### src/rtl/pkt_slip_enc_pkg.sv
// Shared SLIP byte constants and encoder state encoding.
package pkt_slip_enc_pkg;

  localparam logic [7:0] SLIP_END     = 8'hC0;
  localparam logic [7:0] SLIP_ESC     = 8'hDB;
  localparam logic [7:0] SLIP_ESC_END = 8'hDC;
  localparam logic [7:0] SLIP_ESC_ESC = 8'hDD;

  typedef enum logic [1:0] {
    IDLE = 2'd0,
    DATA = 2'd1,
    ESC2 = 2'd2,
    TAIL = 2'd3
  } state_t;

endpackage

### src/rtl/pkt_slip_enc.sv
// SLIP frame encoder: pulls packet bytes from a FIFO read port and emits an
// escaped, END-delimited byte stream through a registered valid/ready output.
module pkt_slip_enc
  import pkt_slip_enc_pkg::*;
#(
  parameter bit LEADING_END = 1'b1
) (
  input  logic       clk,
  input  logic       rst,
  input  logic [7:0] in_data,
  input  logic       in_last,
  input  logic       in_empty,
  output logic       in_ren,
  output logic [7:0] out_data,
  output logic       out_valid,
  input  logic       out_ready,
  output logic       busy
);

  state_t     state, nxt;
  logic [7:0] esc_byte, esc_byte_nxt;
  logic       esc_last, esc_last_nxt;
  logic       tail_pend;
  logic       load;
  logic       take_byte;
  logic       ld_valid;
  logic [7:0] ld_data;

  // Output register may take a new value when empty or being drained.
  assign load = !out_valid || out_ready;

  // Next state, output-register load value and FIFO pop.
  always_comb begin
    nxt          = state;
    ld_valid     = 1'b0;
    ld_data      = out_data;
    in_ren       = 1'b0;
    esc_byte_nxt = esc_byte;
    esc_last_nxt = esc_last;
    take_byte    = 1'b0;

    case (state)
      IDLE: begin
        if (load && !in_empty) begin
          if (LEADING_END) begin
            ld_valid = 1'b1;
            ld_data  = SLIP_END;
            nxt      = DATA;
          end else begin
            take_byte = 1'b1;
          end
        end
      end
      DATA: begin
        if (load && !in_empty) take_byte = 1'b1;
      end
      // Second half of an escape pair needs no input, so it never stalls on
      // an empty FIFO and the pair stays contiguous.
      ESC2: begin
        if (load) begin
          ld_valid = 1'b1;
          ld_data  = esc_byte;
          nxt      = esc_last ? TAIL : DATA;
        end
      end
      TAIL: begin
        if (load) begin
          ld_valid = 1'b1;
          ld_data  = SLIP_END;
          nxt      = IDLE;
        end
      end
      default: nxt = IDLE;
    endcase

    // Consume one source byte, escaping the two reserved values.
    if (take_byte) begin
      in_ren   = 1'b1;
      ld_valid = 1'b1;
      if (in_data == SLIP_END) begin
        ld_data      = SLIP_ESC;
        esc_byte_nxt = SLIP_ESC_END;
        esc_last_nxt = in_last;
        nxt          = ESC2;
      end else if (in_data == SLIP_ESC) begin
        ld_data      = SLIP_ESC;
        esc_byte_nxt = SLIP_ESC_ESC;
        esc_last_nxt = in_last;
        nxt          = ESC2;
      end else begin
        ld_data = in_data;
        nxt     = in_last ? TAIL : DATA;
      end
    end
  end

  // State, escape memory and output register; tail_pend marks the closing END
  // still waiting in the output register.
  always_ff @(posedge clk or posedge rst) begin
    if (rst) begin
      state     <= IDLE;
      esc_byte  <= 8'h00;
      esc_last  <= 1'b0;
      out_valid <= 1'b0;
      out_data  <= 8'h00;
      tail_pend <= 1'b0;
    end else begin
      state    <= nxt;
      esc_byte <= esc_byte_nxt;
      esc_last <= esc_last_nxt;
      if (load) begin
        out_valid <= ld_valid;
        out_data  <= ld_data;
        tail_pend <= ld_valid && (state == TAIL);
      end
    end
  end

  assign busy = (state != IDLE) || tail_pend;

endmodule

### config.mk
export PLATFORM = sky130hd
export DESIGN_NAME = pkt_slip_enc
export DESIGN_NICKNAME = d
export VERILOG_FILES = /design/src/rtl/pkt_slip_enc_pkg.sv /design/src/rtl/pkt_slip_enc.sv
export SDC_FILE = /design/constraint.sdc
export NUM_CORES = 1
export LEC_CHECK = 0
export ABC_AREA = 1
export BUFFER_PORTS_ARGS = -buffer_cell sky130_fd_sc_hd__clkbuf_2
export CAP_MARGIN = 40
export CORE_MARGIN = 1.5
export CORE_UTILIZATION = 45
export CTS_BUF_LIST = sky130_fd_sc_hd__clkbuf_8 sky130_fd_sc_hd__clkbuf_16
export DETAILED_ROUTE_END_ITERATION = 16
export PLACE_DENSITY = 0.82
export SKIP_LAST_GASP = 1
export SLEW_MARGIN = 20
export SYNTH_ARGS = -nofsm -noshare
export SYNTH_HDL_FRONTEND = slang
export SYNTH_SLANG_ARGS = --single-unit
### constraint.sdc
create_clock -name clk -period 1.36 [get_ports clk]
set_clock_uncertainty 0.2 [all_clocks]
set_input_delay 0.34 -clock clk [delete_from_list [all_inputs] [get_ports clk]]
set_output_delay 0.34 -clock clk [all_outputs]
set_load 0.05 [all_outputs]
# Yosys cells after proc, flatten, opt, wreduce, memory -nomap -nowiden
# Cells that the tools add are included.
[totals]
elab_cells = 52
ff_bits = 21
[op_classes]
n_reduce_logical = 14
mux = 24
n_eq_ne = 8
[ops]
columns = ["op", "count"]
rows = [
  ["2-to-1 mux 8 bit", 6],
  ["case mux 8 bit (3 select lines)", 1],
  ["equality test 8 bit (second input constant)", 2],
  ["2-to-1 mux 2 bit", 8],
  ["inequality test 3 bit (second input constant)", 3],
  ["2-to-1 mux 1 bit", 7],
  ["case mux 2 bit (3 select lines)", 1],
  ["equality test 2 bit (second input constant)", 2],
  ["AND reduction 4 bit", 1],
  ["nonzero test 2 bit", 2],
  ["nonzero test 4 bit", 1],
  ["AND reduction 3 bit", 1],
  ["equality test 2 x 1 -> 1 bit (second input constant)", 1],
  ["logical AND 1 bit", 2],
  ["logical NOT 1 bit", 2],
  ["logical NOT 2 bit", 1],
  ["logical OR 1 bit", 2],
  ["case mux 1 bit (2 select lines)", 1],
  ["AND reduction 2 bit", 1],
  ["OR reduction 2 bit", 1],
]

# Depth between registers and ports, before layout
[logic_depth]
word_depth = 7
mapped_depth = 8
mapped_depth_nobuf = 8

# Worst setup path before layout
# OpenSTA, ideal clock, no wires.
[synth_timing]
kind = "register to register"
startpoint = "register out_valid"
endpoint = "register esc_byte[0]"
slack_ps = -394
path_stages_with_launch = 6
synth_period_minus_slack_ps = 1754
arrival_time_ps = 1432
setup_time_ps = 122
n_path_buf = 0
cell_sequence = "dfrtp_1 nand2_2 nand2_2 nor2_8 nand2_4 a21boi_2"
[synth_via]
elab_chain_len = 6
[synth_lines]
columns = ["item", "line", "source"]
rows = [
  ["start: declaration", "pkt_slip_enc.sv:15", "output logic out_valid,"],
  ["start signal: assignment", "pkt_slip_enc.sv:112", "out_valid <= ld_valid;"],
  ["logical NOT 1 bit", "pkt_slip_enc.sv:30", "assign load = !out_valid || out_ready;"],
  ["logical OR 1 bit", "pkt_slip_enc.sv:30", ""],
  ["logical AND 1 bit", "pkt_slip_enc.sv:44, pkt_slip_enc.sv:55", ""],
  ["2-to-1 mux 1 bit", "pkt_slip_enc.sv:55", "if (load && !in_empty) take_byte = 1'b1;"],
  ["2-to-1 mux 1 bit", "-", ""],
  ["AND reduction 2 bit (no source line)", "-", ""],
  ["end signal: assignment", "pkt_slip_enc.sv:109", "esc_byte <= esc_byte_nxt;"],
  ["end: declaration", "pkt_slip_enc.sv:21", "logic [7:0] esc_byte, esc_byte_nxt;"],
]
# No other way between the ends.
# A chain may end at the register's enable or synchronous reset.

# Worst setup path in the final report
[layout_timing]
startpoint = "register out_valid"
endpoint = "output in_ren"
[layout_via]
elab_chain_len = 6
[layout_lines]
columns = ["item", "line", "source"]
rows = [
  ["logical NOT 1 bit", "pkt_slip_enc.sv:30", ""],
  ["logical OR 1 bit", "pkt_slip_enc.sv:30", ""],
  ["logical AND 1 bit", "pkt_slip_enc.sv:44, pkt_slip_enc.sv:55", ""],
  ["2-to-1 mux 1 bit", "pkt_slip_enc.sv:55", ""],
  ["2-to-1 mux 1 bit", "-", ""],
  ["2-to-1 mux 1 bit", "pkt_slip_enc.sv:77", "if (take_byte) begin"],
  ["end: declaration", "pkt_slip_enc.sv:13", "output logic in_ren,"],
]
# No other way between the ends.

==> reports/metrics.csv <==
metric,value,unit
status,finished with violations,
failing checks,negative setup slack,
clock slew at reported path FFs,70,ps
Final Non-Filler Cells,194,
minimum hold slack,138.9,ps
Rel. slew slack,80.39,%
Hold Path Class,in2reg,
initial drt markers,60,
crit path capture type,primary output,
Area Overhead vs Synth,68.02,%
CTS Buffer Depth,2,
vias in the first global route,943,
Post-DP Area,1182,sq um
"commonest non-fill, non-tap cell in the layout",nand2_1,
final instance area,1453,sq um
Root Buffer,clkbuf_8,
grt total ovfl,0,
first-pass GRT wire length,4160,microns
Fin. Hold Viols,0,
Mean Syn Cell Area,7.265,sq um
most frequent cells in the layout,"nand2_1 (34), buf_4 (19), inv_1 (18)",
GP Congestion,0.8075,
synthesized net count,132,
Tmin final,1615,ps
initial antenna violation count,0,
Yosys reg bits,15,
final setup vio count,16,
"Cell Area, Synth",864.6,sq um
Top Ports,24,
Final ANT Viol Nets,0,
RSZ-0062 raised after global routing,true,
Detailed Route WL,3088,microns
TritonCTS Buffers,3,
final core occ,82.34,%
DRC viols,0,
Max Clk Rate,619.1,MHz
cell leakage power,0.8058,nW
Die ar.,2193,sq um
via count,1016,
placeable core area,1764,sq um
Std-Cell Rows,15,
post-synthesis sequential area ratio,43.42,%
Initial Util,49.01,%
gr usage total,27.11,%
cell count after synthesis,119,
CP required,820,ps
period utilisation layout,118.8,%
Yosys cell types,20,
drt first pass iters,5,
setup ws final,-255.3,ps
crit path kind,reg2out,
Via density,5.237,
HPWL after DPL,1757,microns
ant diodes,0,
CP Max Fanout,2,
Die W,46.83,microns
Max Slew Vio Count,0,
Routed WL per cell,15.92,microns
H-Tree Level Count,1,
clk_lat worst skew,240,ps
critical path arrival,1080,ps
Final TNS setup,-1819,ps
die height,46.83,microns
YS warnings,0,
Clock Sinks,15,
startpoint type of the worst setup path,register,
MaxCap Viol Count,0,
dpl cells,184,
Final nets,183,
pin count of the biggest net entering global routing,16,
port bufs,23,
Worst VDD drop,0.8281,mV
Slew @ Worst Pin,293.1,ps
CTS tree,yes,
share of cells above drive strength 1,43.20,%
PD cells,1487,nW/um^2
[timing repair]
item	4_1_cts	5_1_grt
pin swaps	3	1
hold buffers	1	0
gates resized for setup	29	18
setup buffers	3	4
hold endpoints to repair	15	0
endpoints found under the setup margin	21	21
[cell families (layout without fill, tap and decap cells)]
family / count (synthesis) / in the layout / share of synthesized area (%)
AO/OA/AOI/OAI: 8 / 8 / 6.947
buffers and inverters: 21 / 71 / 9.407
flip-flops: 15 / 15 / 43.42
AND/OR/NAND/NOR: 75 / 75 / 40.23
[flip-flops by register name, indices dropped and copies added, names as in the netlist]
register and count:
esc_byte 2, state 2, esc_last 1, tail_pend 1, out_valid 1, out_data 8
[Yosys cell counts]
cell	number	area share, %
inv_4	1	0.72
nand2_2	3	2.2
nor2_8	1	2.3
nand3_2	1	1.2
nand2_4	1	1.3
or2_0	3	2.2
nor2_2	1	0.72
o21ai_4	1	1.9
inv_2	1	0.43
o211ai_1	1	0.87
nand4_1	3	2.2
inv_1	19	8.2
nor2_1	15	6.5
nand2_1	38	16
o21ai_1	1	0.58
o21ai_0	2	1.2
dfrtp_1	15	43
a21boi_2	1	1.3
a21oi_1	2	1.2
nand3_1	9	5.2
[stage by stage]
step                worst slack (ps)  power [mW]
floorplan                     -231.1       1.161
global placement              -177.1       1.447
detailed placement            -186.4       1.471
CTS                           -249.2       2.002
global route                  -286.8       2.231
finish                        -255.3       2.160
[area by class of cell]
type | count | area [sq um]
sequential | 15 | 377.9
tap | 25 | 31.28
multi-input combinational | 83 | 481.7
clock buffer | 3 | 41.29
clock inverter | 1 | 3.754
fill | 106 | 311.5
inverter | 21 | 81.33
timing repair buffer | 46 | 435.4
[routing by layer]
layer	vias up	global-route usage (%)	routed length, microns
met5	-	0	0
met4	0	10.00	123
met3	16	1.923	231
met2	71	49.86	1643
met1	464	32.86	1090
li1	465	-	-
[path summary, 6_finish.rpt]
check | startpoint | to | slack (ps) | cells past startpoint
setup / recovery | out_valid$_DFFE_PP0P_ | in_ren | -260 | 4
hold reg to reg | esc_last$_DFFE_PP0P_ | esc_last$_DFFE_PP0P_ | 280 | 2
min in group asynchronous | rst | state[0]$_DFFE_PP0P_ | 430 | 4
max in group asynchronous | rst | out_valid$_DFFE_PP0P_ | 340 | 4
setup reg to reg | out_valid$_DFFE_PP0P_ | state[0]$_DFFE_PP0P_ | -150 | 8
hold / removal | in_last | state[1]$_DFFE_PP0P_ | 140 | 3
[worst max-delay path: stages, from the launching register on]
cell and delay, ps:
dfrtp_2 420, nand2_4 80, nand2_4 60, nor2_8 100, clkbuf_16 170
[where the power goes]
group          switching, mW  internal (mW)
sequential            0.0771          0.539
clock                  0.161          0.200
combinational          0.686          0.497
No activity file was read; power rests on OpenSTA's default activity.
